[config.mk]
export PLATFORM = sky130hd
export DESIGN_NAME = timer_counter
export DESIGN_NICKNAME = d
export VERILOG_FILES = /design/src/rtl/timer_pkg.sv /design/src/rtl/timer_prescaler.sv /design/src/rtl/timer_counter.sv
export SDC_FILE = /design/constraint.sdc
export NUM_CORES = 1
export LEC_CHECK = 0
export CAP_MARGIN = 20
export CORE_AREA = 2 2 117 96
export CTS_CLUSTER_SIZE = 30
export DETAILED_ROUTE_END_ITERATION = 8
export DIE_AREA = 0 0 119 98
export PLACE_DENSITY = 0.85
export SETUP_SLACK_MARGIN = 0.3
export SYNTH_ARGS = -nofsm -noshare
export SYNTH_HDL_FRONTEND = slang
export SYNTH_SLANG_ARGS = --single-unit
[constraint.sdc]
create_clock -name clk -period 2.7 [get_ports clk]
set_input_delay 0.405 -clock clk [delete_from_list [all_inputs] [get_ports clk]]
set_output_delay 0.405 -clock clk [all_outputs]
set_load 0.1 [all_outputs]
[src/rtl/timer_pkg.sv]
// Shared widths and helpers for the timer counting core.
package timer_pkg;

  localparam int DATA_W    = 32;
  localparam int CNT_W     = 2 * DATA_W;
  localparam int DIV_MAX   = 8;
  localparam int DIV_CNT_W = 8;
  localparam int DIV_VAL_W = 4;

  // Terminal divider count for a prescale exponent: 2^eff_div - 1.
  function automatic logic [DIV_CNT_W-1:0] div_period(input logic [DIV_VAL_W-1:0] eff_div);
    logic [DIV_CNT_W:0] pow2;
    pow2 = (DIV_CNT_W + 1)'(1) << eff_div;
    return DIV_CNT_W'(pow2 - (DIV_CNT_W + 1)'(1));
  endfunction

endpackage

[src/rtl/timer_prescaler.sv]
// Power-of-two prescaler: divides the count rate and restarts its period
// whenever the timer or prescaler is disabled or the exponent changes.
module timer_prescaler
  import timer_pkg::*;
(
  input  logic                 clk,
  input  logic                 rst,
  input  logic                 timer_en,
  input  logic                 run,
  input  logic                 div_en,
  input  logic [DIV_VAL_W-1:0] div_val,
  output logic                 inc_en
);

  logic [DIV_CNT_W-1:0] div_cnt_reg;
  logic [DIV_CNT_W-1:0] div_cnt_next;
  logic [DIV_VAL_W-1:0] div_val_reg;
  logic [DIV_VAL_W-1:0] eff_div;
  logic                 div_clr;

  always_comb begin
    eff_div      = (div_val > DIV_VAL_W'(DIV_MAX)) ? DIV_VAL_W'(DIV_MAX) : div_val;
    inc_en       = div_en ? (div_cnt_reg == div_period(eff_div)) : 1'b1;
    div_clr      = ~timer_en | ~div_en | (div_val != div_val_reg);
    div_cnt_next = div_cnt_reg;
    // Clear wins over advance; with run low (halt or write) the phase is held.
    if (div_clr) begin
      div_cnt_next = '0;
    end else if (run) begin
      div_cnt_next = inc_en ? '0 : div_cnt_reg + DIV_CNT_W'(1);
    end
  end

  always_ff @(posedge clk or posedge rst) begin
    if (rst) begin
      div_cnt_reg <= '0;
      div_val_reg <= '0;
    end else begin
      div_cnt_reg <= div_cnt_next;
      div_val_reg <= div_val;
    end
  end

endmodule

[src/rtl/timer_counter.sv]
// 64-bit timer count with prescaled increment, half-word TDR writes,
// debug halt and clear-on-disable.
module timer_counter
  import timer_pkg::*;
(
  input  logic                 clk,
  input  logic                 rst,
  input  logic                 timer_en,
  input  logic                 div_en,
  input  logic [DIV_VAL_W-1:0] div_val,
  input  logic                 dbg_mode,
  input  logic                 halt_req,
  input  logic                 tdr0_wr_sel,
  input  logic                 tdr1_wr_sel,
  input  logic [DATA_W-1:0]    wdata_counter,
  output logic [CNT_W-1:0]     cnt,
  output logic                 cnt_tick
);

  logic             halted;
  logic             wr_any;
  logic             run;
  logic             inc_en;
  logic             timer_en_reg;
  logic             en_fall;
  logic [1:0]       wr_half;
  logic [CNT_W-1:0] wr_merged;
  logic [CNT_W-1:0] cnt_reg;
  logic [CNT_W-1:0] cnt_next;

  assign halted  = dbg_mode & halt_req;
  assign wr_any  = tdr0_wr_sel | tdr1_wr_sel;
  assign run     = timer_en & ~halted & ~wr_any;
  assign en_fall = timer_en_reg & ~timer_en;

  // A simultaneous double write is resolved in favour of the low half.
  assign wr_half[0] = tdr0_wr_sel;
  assign wr_half[1] = tdr1_wr_sel & ~tdr0_wr_sel;

  genvar gi;
  generate
    for (gi = 0; gi < 2; gi++) begin : g_half
      assign wr_merged[gi*DATA_W +: DATA_W] =
        wr_half[gi] ? wdata_counter : cnt_reg[gi*DATA_W +: DATA_W];
    end
  endgenerate

  timer_prescaler u_prescaler (
    .clk      (clk),
    .rst      (rst),
    .timer_en (timer_en),
    .run      (run),
    .div_en   (div_en),
    .div_val  (div_val),
    .inc_en   (inc_en)
  );

  assign cnt_tick = ~rst & run & inc_en;

  always_comb begin
    cnt_next = cnt_reg;
    if (en_fall) begin
      cnt_next = '0;
    end else if (wr_any) begin
      cnt_next = wr_merged;
    end else if (cnt_tick) begin
      cnt_next = cnt_reg + CNT_W'(1);
    end
  end

  always_ff @(posedge clk or posedge rst) begin
    if (rst) begin
      cnt_reg      <= '0;
      timer_en_reg <= 1'b0;
    end else begin
      cnt_reg      <= cnt_next;
      timer_en_reg <= timer_en;
    end
  end

  assign cnt = cnt_reg;

endmodule

Word level (Yosys, flattened, before mapping):

Cells that the tools add are included.

* flip-flop bits (word level): 77
* input bits: 44
* output and inout bits: 65
* word-level logic and storage cells: 44

* add/subtract/negate cells: 3
* order comparisons: 1
* equal/unequal tests: 4
* shift-type cells: 1
* muxes and demuxes: 10
* bitwise operators: 16
* reductions and logical operators: 4

Operator list (count)
* 64-bit 2-to-1 mux: 3
* 64-bit by 1-bit adder with 64-bit output (second input constant): 1
* 32-bit 2-to-1 mux: 2
* 8-bit 2-to-1 mux: 3
* 8-bit by 1-bit adder with 8-bit output (second input constant): 1
* 8-bit == test: 1
* 1-bit by 4-bit << shifter with 8-bit output (first input constant): 1
* 8-bit by 1-bit subtractor with 8-bit output (second input constant): 1
* 1-bit bitwise AND: 7
* 1-bit inverter: 6
* 4-bit > comparator (second input constant): 1
* 4-bit 2-to-1 mux: 1
* 4-bit inequality test: 1
* 2-bit AND reduction: 2
* 3-bit by 1-bit inequality test with 1-bit output (second input constant): 1
* 3-bit by 2-bit inequality test with 1-bit output (second input constant): 1
* 1-bit bitwise OR: 3
* 3-bit nonzero test: 1
* 2-bit nonzero test: 1
* 1-bit 2-to-1 mux: 1

Depth between registers and ports, before layout:

Gate-level depths: netlist of the first run.

* word-level depth: 10
* gate-level depth with buffers: 12
* gate-level depth less buffers: 10

Cells and area by module:

Synthesis of the first run repeated with hierarchy kept, for this count alone.

* cell total of the unflattened synthesis: 697
* area total of the unflattened synthesis: 5537.8 um2

By module, submodules not included
* timer_counter: times used 1, cells an instance 606, area each 4673.2 um2, sequential area each 1626.6 um2
* timer_prescaler: times used 1, cells an instance 91, area each 864.6 um2, sequential area each 300.3 um2

Worst setup path before layout of the first run:

No wires, ideal clock.

* path type: input to register
* start point: in rst
* end point: reg cnt_reg[62], in the netlist cnt[62]
* library setup time: 0.124 ns
* arrival: 3.833 ns
* data required time: 2.576 ns
* path slack: -1.257 ns
* stages: 7
* path buffers: 0
* cells stage by stage: inv_1 > nand4_1 > nor2_1 > o21a_1 > nor2_2 > a32o_1 > a211o_1

* word-level cells in the longest chain between the ends: 5

RTL lines
* start: declaration: RTL line timer_counter.sv:7 `input logic rst,`
* 1-bit inverter: RTL line timer_counter.sv:58 `assign cnt_tick = ~rst & run & inc_en;`
* 1-bit bitwise AND (2 in a row): RTL line timer_counter.sv:58
* 3-bit nonzero test (no line)
* 2-bit AND reduction (no line)
* end signal: assignment: RTL line timer_counter.sv:76 `cnt_reg <= cnt_next;`
* end: declaration: RTL line timer_counter.sv:28 `logic [CNT_W-1:0] cnt_reg;`

No other way between the ends.
A chain may end at the register's enable or synchronous reset.

Worst setup path after layout of the first run:

* start point: reg u_prescaler.div_cnt_reg[6]
* end point: out cnt_tick

* word-level cells in the longest chain between the ends: 3

RTL lines
* start: declaration: RTL line timer_prescaler.sv:15 `logic [DIV_CNT_W-1:0] div_cnt_reg;`
* start signal: assignment: RTL line timer_prescaler.sv:39 `div_cnt_reg <= div_cnt_next;`
* 8-bit == test: RTL line timer_prescaler.sv:23 `inc_en = div_en ? (div_cnt_reg == div_period(eff_div)) : 1'b1;`
* 1-bit 2-to-1 mux: RTL line timer_prescaler.sv:23
* 1-bit bitwise AND: RTL line timer_counter.sv:58
* end: declaration: RTL line timer_counter.sv:17 `output logic cnt_tick`

No other way between the ends.

==> results of run 1 <==
[path summary, 6_finish.rpt]
path	depth (start not counted)	to	slack (ps)
max in group asynchronous	3	cnt[1]	1110
hold / removal	2	u_prescaler.div_val_reg[1]	380
min in group asynchronous	3	cnt[29]	860
setup / recovery	9	cnt_tick	-110
hold reg to reg	1	cnt[29]	520
setup reg to reg	12	cnt[11]	0
[cells by family after synthesis]
group           count (synthesis)  share of synthesized area (%)
compound gates                243                          28.32
xor+xnor                       11                          1.767
fa+ha+maj                       3                         0.6885
buf+inv                        56                          5.461
flops                          77                          35.34
mux                             1                         0.1836
simple gates                  288                          28.25
[layout by cell type (no fill, tap or decap), types with 7 or more instances in the layout]
cell type,instances
a31oi_1,16
inv_1,7
and4_1,7
and2_1,7
o21ai_1,39
a21oi_1,39
nor2_1,58
nand4_1,24
dfrtp_1,75
o31a_1,9
nand2_1,50
nand3_1,32
o21ai_2,43
o21ai_0,16
nor3_1,22
and3_1,25
clkbuf_16,9
buf_6,32
clkdlybuf4s50_1,39
a22oi_1,11
nor4_1,7
buf_4,145
[power by group through the flow]
stage / clock network (mW) / registers (mW) / logic [mW]
finish: 1.15 / 1.50 / 1.99
global route: 1.19 / 1.51 / 2.04
CTS: 1.13 / 1.46 / 1.81
detailed placement: 0 / 1.48 / 1.74
global placement: 0 / 1.47 / 1.72
floorplan: 0 / 2.32 / 0.392
[synth_stat cells, types with 6 or more instances]
cell       n  share of area (%)
a21oi_1   44                4.0
a22oi_1   11                1.5
a31oi_1   16                1.8
and2_1     7               0.80
and3_1    25                2.9
and4_1     7                1.1
buf_2     10               0.92
clkbuf_1  23                1.6
dfrtp_1   77                 35
inv_1      9               0.62
nand2_1   52                3.6
nand2b_1   6               0.69
nand3_1   32                2.9
nand4_1   24                2.8
nor2_1    63                4.3
nor2b_1    7               0.80
nor3_1    26                2.4
nor4_1     9                1.0
o21ai_0   85                7.8
o21ai_1   19                1.7
o31a_1     9                1.4
xnor2_1    6               0.96
[worst max-delay path, cell delays in order, from the launching register on]
cell and delay [ps]:
dfrtp_1 520, buf_4 260, nor2b_4 70, a221oi_4 340, o311ai_4 170, o31ai_4 240, buf_6 150, nand2_4 60
clkinvlp_4 70, buf_12 160
[metal layers]
metal	vias to the layer above	wire length [µm]	track usage [%]
met5	-	0	0
met4	0	1604	12.36
met3	205	3927	9.287
met2	814	10970	54.91
met1	3473	9355	54.01
li1	2957	-	-
[metrics by stage]
step / hold slack (ps) / std cells
2_1_floorplan: 436.4 / 679
3_3_place_gp: 499.7 / 961
3_5_place_dp: 501.9 / 962
4_1_cts: 374.9 / 993
5_1_grt: 362.7 / 1019
6_report: 375.3 / 1019
[final cells by class]
type	count	share of cell area [%]
Multi-Input combinational cell	550	47.10
Timing Repair Buffer	225	23.98
Sequential cell	77	23.08
Clock buffer	12	3.069
Tap cell	144	2.156
Inverter	9	0.4940
Clock inverter	2	0.1198
[what timing repair did]
item / 4_1_cts / 5_1_grt
resized for setup: 78 / 120
pin swaps: 49 / 45
setup endpoints to repair: 73 / 73
setup buffers: 13 / 23
gates cloned: 4 / 3
==> run_results.csv, run 1 <==
group,metric,value,unit
power,p_int,2.484,mW
hold_path,min_from,"div_val[1]",
power,p_switching,2.157,mW
cells_and_area,nNetsFinal,919,
floorplan,fp-row-count,34,
floorplan,die_area,0.01166,mm²
yosys,synth-main-ff-cell,"dfrtp_1",
drt,dr.pass1.iters,9,
grt,grt_pass1_wl,34230,µm
hold_path,hold_class,"input pin to register",
clock_network,cts_root_buf,"clkbuf_16",
floorplan,start_util,51.48,%
timing,setup_ws,-105.2,ps
timing,worst_slew_pin_slew,1026,ps
timing,min_period,2805,ps
cells_and_area,largest_register_ffs,64,
timing,finalCritPeriodShare,103.9,%
power,p_clk_share,24.8,%
worst_setup_path,crit_start,"u_prescaler.div_cnt_reg[6]",
drt,drc,5,
clock_network,cts_tree,"done",
yosys,ys_seq_area_share,35.34,%
yosys,synthCells,679,
yosys,async_flop_share,100.0,%
clock_network,clockBufferDepth,2,
cells_and_area,fin_area,0.008358,mm²
worst_setup_path,start_kind,"register",
cells_and_area,ff_latch_area,0.001929,mm²
timing,grt_setup_unrepaired,"true",
drt,wire_per_inst,25.37,µm
cells_and_area,multi_input_area,0.003936,mm²
drt,drt_wl_total,25850,µm
yosys,syn_nets,726,
placement,gp_congestion,0.9704,
floorplan,die_w,119,µm
grt,grtUsageTotal,37.36,%
yosys,synth_cell_type_count,79,
grt,antenna_found_initial,0,
timing,setup-tns-final,-170.7,ps
cells_and_area,fillCellCount,623,
timing,setup_viol,8,
timing,max_freq,356.5,MHz
clock_network,insertion_delay,350,ps
power,combPwrFrac,42.9,%
placement,port_buffers,108,
worst_setup_path,r2r-start,"u_prescaler.div_cnt_reg[6]",
grt,grt-ovfl-total,0,
job,drv_cap,0,
power,pwr_density_cell,555.3,mW/mm²
clock_network,hold_buffers,0,
cells_and_area,antennaDiodeCount,0,
clock_network,cts.sinks,77,
status,outcome,"complete, but fails checks",
placement,pre_cts_ws,-723.1,ps
cells_and_area,drive_gt1_share,36.46,%
grt,grt_max_degree,78,
yosys,synth_area,0.005453,mm²
floorplan,coreArea,0.01059,mm²
yosys,syn-mean-instance-area,8.031,µm²
power,p_seq_share,32.3,%
floorplan,die_height,98,µm
timing,hold_viol,0,
grt,grt_pass1_vias,6214,
yosys,synth_edf_count,0,
timing,slew-limit-headroom,31.63,%
status,violations,"design-rule violations, negative setup slack",
clock_network,cts_max_level,3,
clock_network,path_clk_slew,60,ps
timing,final-max-slew-violation-count,0,
worst_setup_path,required,2300,ps
cells_and_area,post-route-util,78.90,%
placement,placed_cell_area,0.007054,mm²
drt,drt_iter0_drc,1788,
cells_and_area,syn_to_final_growth,53.28,%
power,p_total,4.641,mW
drt,ant_nets,0,
drt,vias,7449,
worst_setup_path,cp.arrival,2400,ps
yosys,ys_ff_latch,77,
power,power.leakage,3.460,nW
clock_network,numCtsBuffers,9,
worst_setup_path,critPathCaptureType,"output pin",
worst_setup_path,critPathKind,"register to output pin",
drt,viasPerCell,7.310,
power,sw_frac_of_total,46.47,%
yosys,yosys_warnings,0,
power,peakVddDrop,0.4514,mV
worst_setup_path,cp_max_fo,7,
floorplan,io_pins,109,
timing,skew,8.070,ps
placement,dp_hpwl,15050,µm
Note: power is estimated with default switching activity, not from simulation.
==> inputs of run 2 (changes only) <==
Settings changed: SLEW_MARGIN from default to 25.
==> run 2 against run 1 <==
The run ends with negative setup slack left. Power is 0.13% lower. Utilization increased by 0.45 points. Setup slack worse by 70 ps.
==> run_results.csv, run 2 (synthesized netlist as in run 1, its figures left out) <==
group,metric,value,unit
status,outcome,"complete, but fails checks",
status,violations,"negative setup slack",
grt,grt-ovfl-total,0,
cells_and_area,fin_area,0.008406,mm²
drt,drt_wl_total,25190,µm
power,peakVddDrop,0.5599,mV
drt,dr.pass1.iters,6,
worst_setup_path,critPathMaxStageDelay,300,ps
placement,gp_congestion,0.9704,
clock_network,cts_max_level,3,
cells_and_area,final_cell_mix,"buf_4 (140), dfrtp_1 (74), nor2_1 (57)",
clock_network,path_clk_slew,60,ps
job,drv_cap,0,
timing,setup-tns-final,-1621,ps
timing,final-max-slew-violation-count,0,
worst_setup_path,start_kind,"input pin",
worst_setup_path,path_cells,"buf_8, nor2_4, nand3b_1, ha_4, buf_6, buf_6, nor4b_4, o311a_4, o31ai_4, buf_4, buf_6, a211oi_4, buf_6, buf_12, buf_12, buf_12, o21ai_2, o211ai_1",
timing,slew-limit-headroom,49.31,%
cells_and_area,drive_gt1_share,36.62,%
cells_and_area,fillCellCount,617,
drt,drc,0,
placement,dp_hpwl,15090,µm
grt,grt_pass1_wl,35980,µm
drt,drt_iter0_drc,1273,
timing,finalCritPeriodShare,106.5,%
cells_and_area,post-route-util,79.35,%
worst_setup_path,reg2reg_depth,13,
drt,vias,7265,
grt,grt_max_degree,78,
floorplan,io_pins,109,
timing,setup_viol,23,
floorplan,die_w,119,µm
worst_setup_path,r2r-start,"u_prescaler.div_cnt_reg[3]",
worst_setup_path,required,2940,ps
floorplan,die_area,0.01166,mm²
drt,ant_nets,0,
drt,viasPerCell,7.074,
hold_path,hold_depth,2,
worst_setup_path,crit_family,"buffers and inverters",
power,power.leakage,3.468,nW
floorplan,die_height,98,µm
worst_setup_path,cpMaxStageDelayCell,"nor4b_4",
timing,grt_setup_unrepaired,"true",
power,p_total,4.635,mW
timing,max_freq,347.8,MHz
clock_network,clockBufferDepth,2,
clock_network,insertion_delay,350,ps
grt,antenna_found_initial,0,
cells_and_area,nNetsFinal,924,
drt,wire_per_inst,24.53,µm
floorplan,start_util,51.48,%
worst_setup_path,cp.arrival,3110,ps
worst_setup_path,crit_start,"div_val[2]",
clock_network,hold_buffers,0,
clock_network,numCtsBuffers,9,
timing,worst_slew_pin_slew,760.3,ps
worst_setup_path,critPathCaptureType,"register",
grt,grtUsageTotal,39.13,%
worst_setup_path,path_depth,18,
timing,hold_viol,0,
clock_network,cts.sinks,77,
timing,min_period,2875,ps
hold_path,min_from,"div_val[1]",
worst_setup_path,crit_top_cell,"buf_6",
floorplan,fp-row-count,34,
timing,skew,8.127,ps
worst_setup_path,crit_buf_inv,9,
placement,placed_cell_area,0.007066,mm²
hold_path,hold_class,"input pin to register",
cells_and_area,layout_commonest_cell,"buf_4",
timing,setup_ws,-175.1,ps
clock_network,cts_tree,"done",
cells_and_area,syn_to_final_growth,54.15,%
cells_and_area,largest_register_ffs,64,
grt,grt_pass1_vias,6526,
clock_network,cts_root_buf,"clkbuf_16",
worst_setup_path,cp_max_fo,8,
worst_setup_path,critPathKind,"input pin to register",
power,pwr_density_cell,551.4,mW/mm²
floorplan,coreArea,0.01059,mm²
placement,port_buffers,108,
-- run 2: area by class of cell --
cell class	instances	area, µm²	area share [%]
antenna	1	2.502	0.02977
clock buffer	15	267.8	3.185
clock inverter	1	5.005	0.05954
inverter	9	41.29	0.4912
multi-input combinational	549	3844	45.73
sequential	77	1931	22.97
tap	144	180.2	2.143
timing repair buffer	231	2135	25.39
-- run 2: layer usage --
metal / GRT usage [%] / routed length [µm] / vias up
met5: 0 / 0 / -
met4: 14.47 / 1259 / 0
met3: 14.25 / 3900 / 180
met2: 57.07 / 10830 / 696
met1: 53.41 / 9201 / 3421
li1: - / - / 2968
-- run 2: path summary, 6_finish.rpt --
kind,end,slack [ps]
setup / recovery,cnt[11],-180
hold / removal,u_prescaler.div_val_reg[1],370
setup reg to reg,cnt[11],-110
hold reg to reg,cnt[29],530
max in group asynchronous,cnt[1],1430
min in group asynchronous,timer_en_reg,730
-- run 2: timing repair --
| action | CTS | global route |
|---|---|---|
| pin swaps | 68 | 46 |
| gates cloned | 4 | 0 |
| setup endpoints to repair | 73 | 73 |
| gates resized for setup | 110 | 86 |
| buffers inserted | 24 | 19 |
-- run 2: stage by stage --
stage / setup slack, ps / std cells / hold slack [ps]
6_report: -175.1 / 1027 / 374.7
5_1_grt: -234.8 / 1026 / 377.6
4_1_cts: -64.65 / 1007 / 371.7
3_5_place_dp: -685.5 / 963 / 501.9
3_3_place_gp: -777.6 / 961 / 499.7
2_1_floorplan: -431.9 / 679 / 436.4
-- run 2: power by group --
group	switching [mW]	leakage [nW]	total (mW)	internal [mW]
registers	0.214	0.988	1.49	1.28
logic	1.43	2.35	1.98	0.552
clock network	0.487	0.134	1.16	0.674
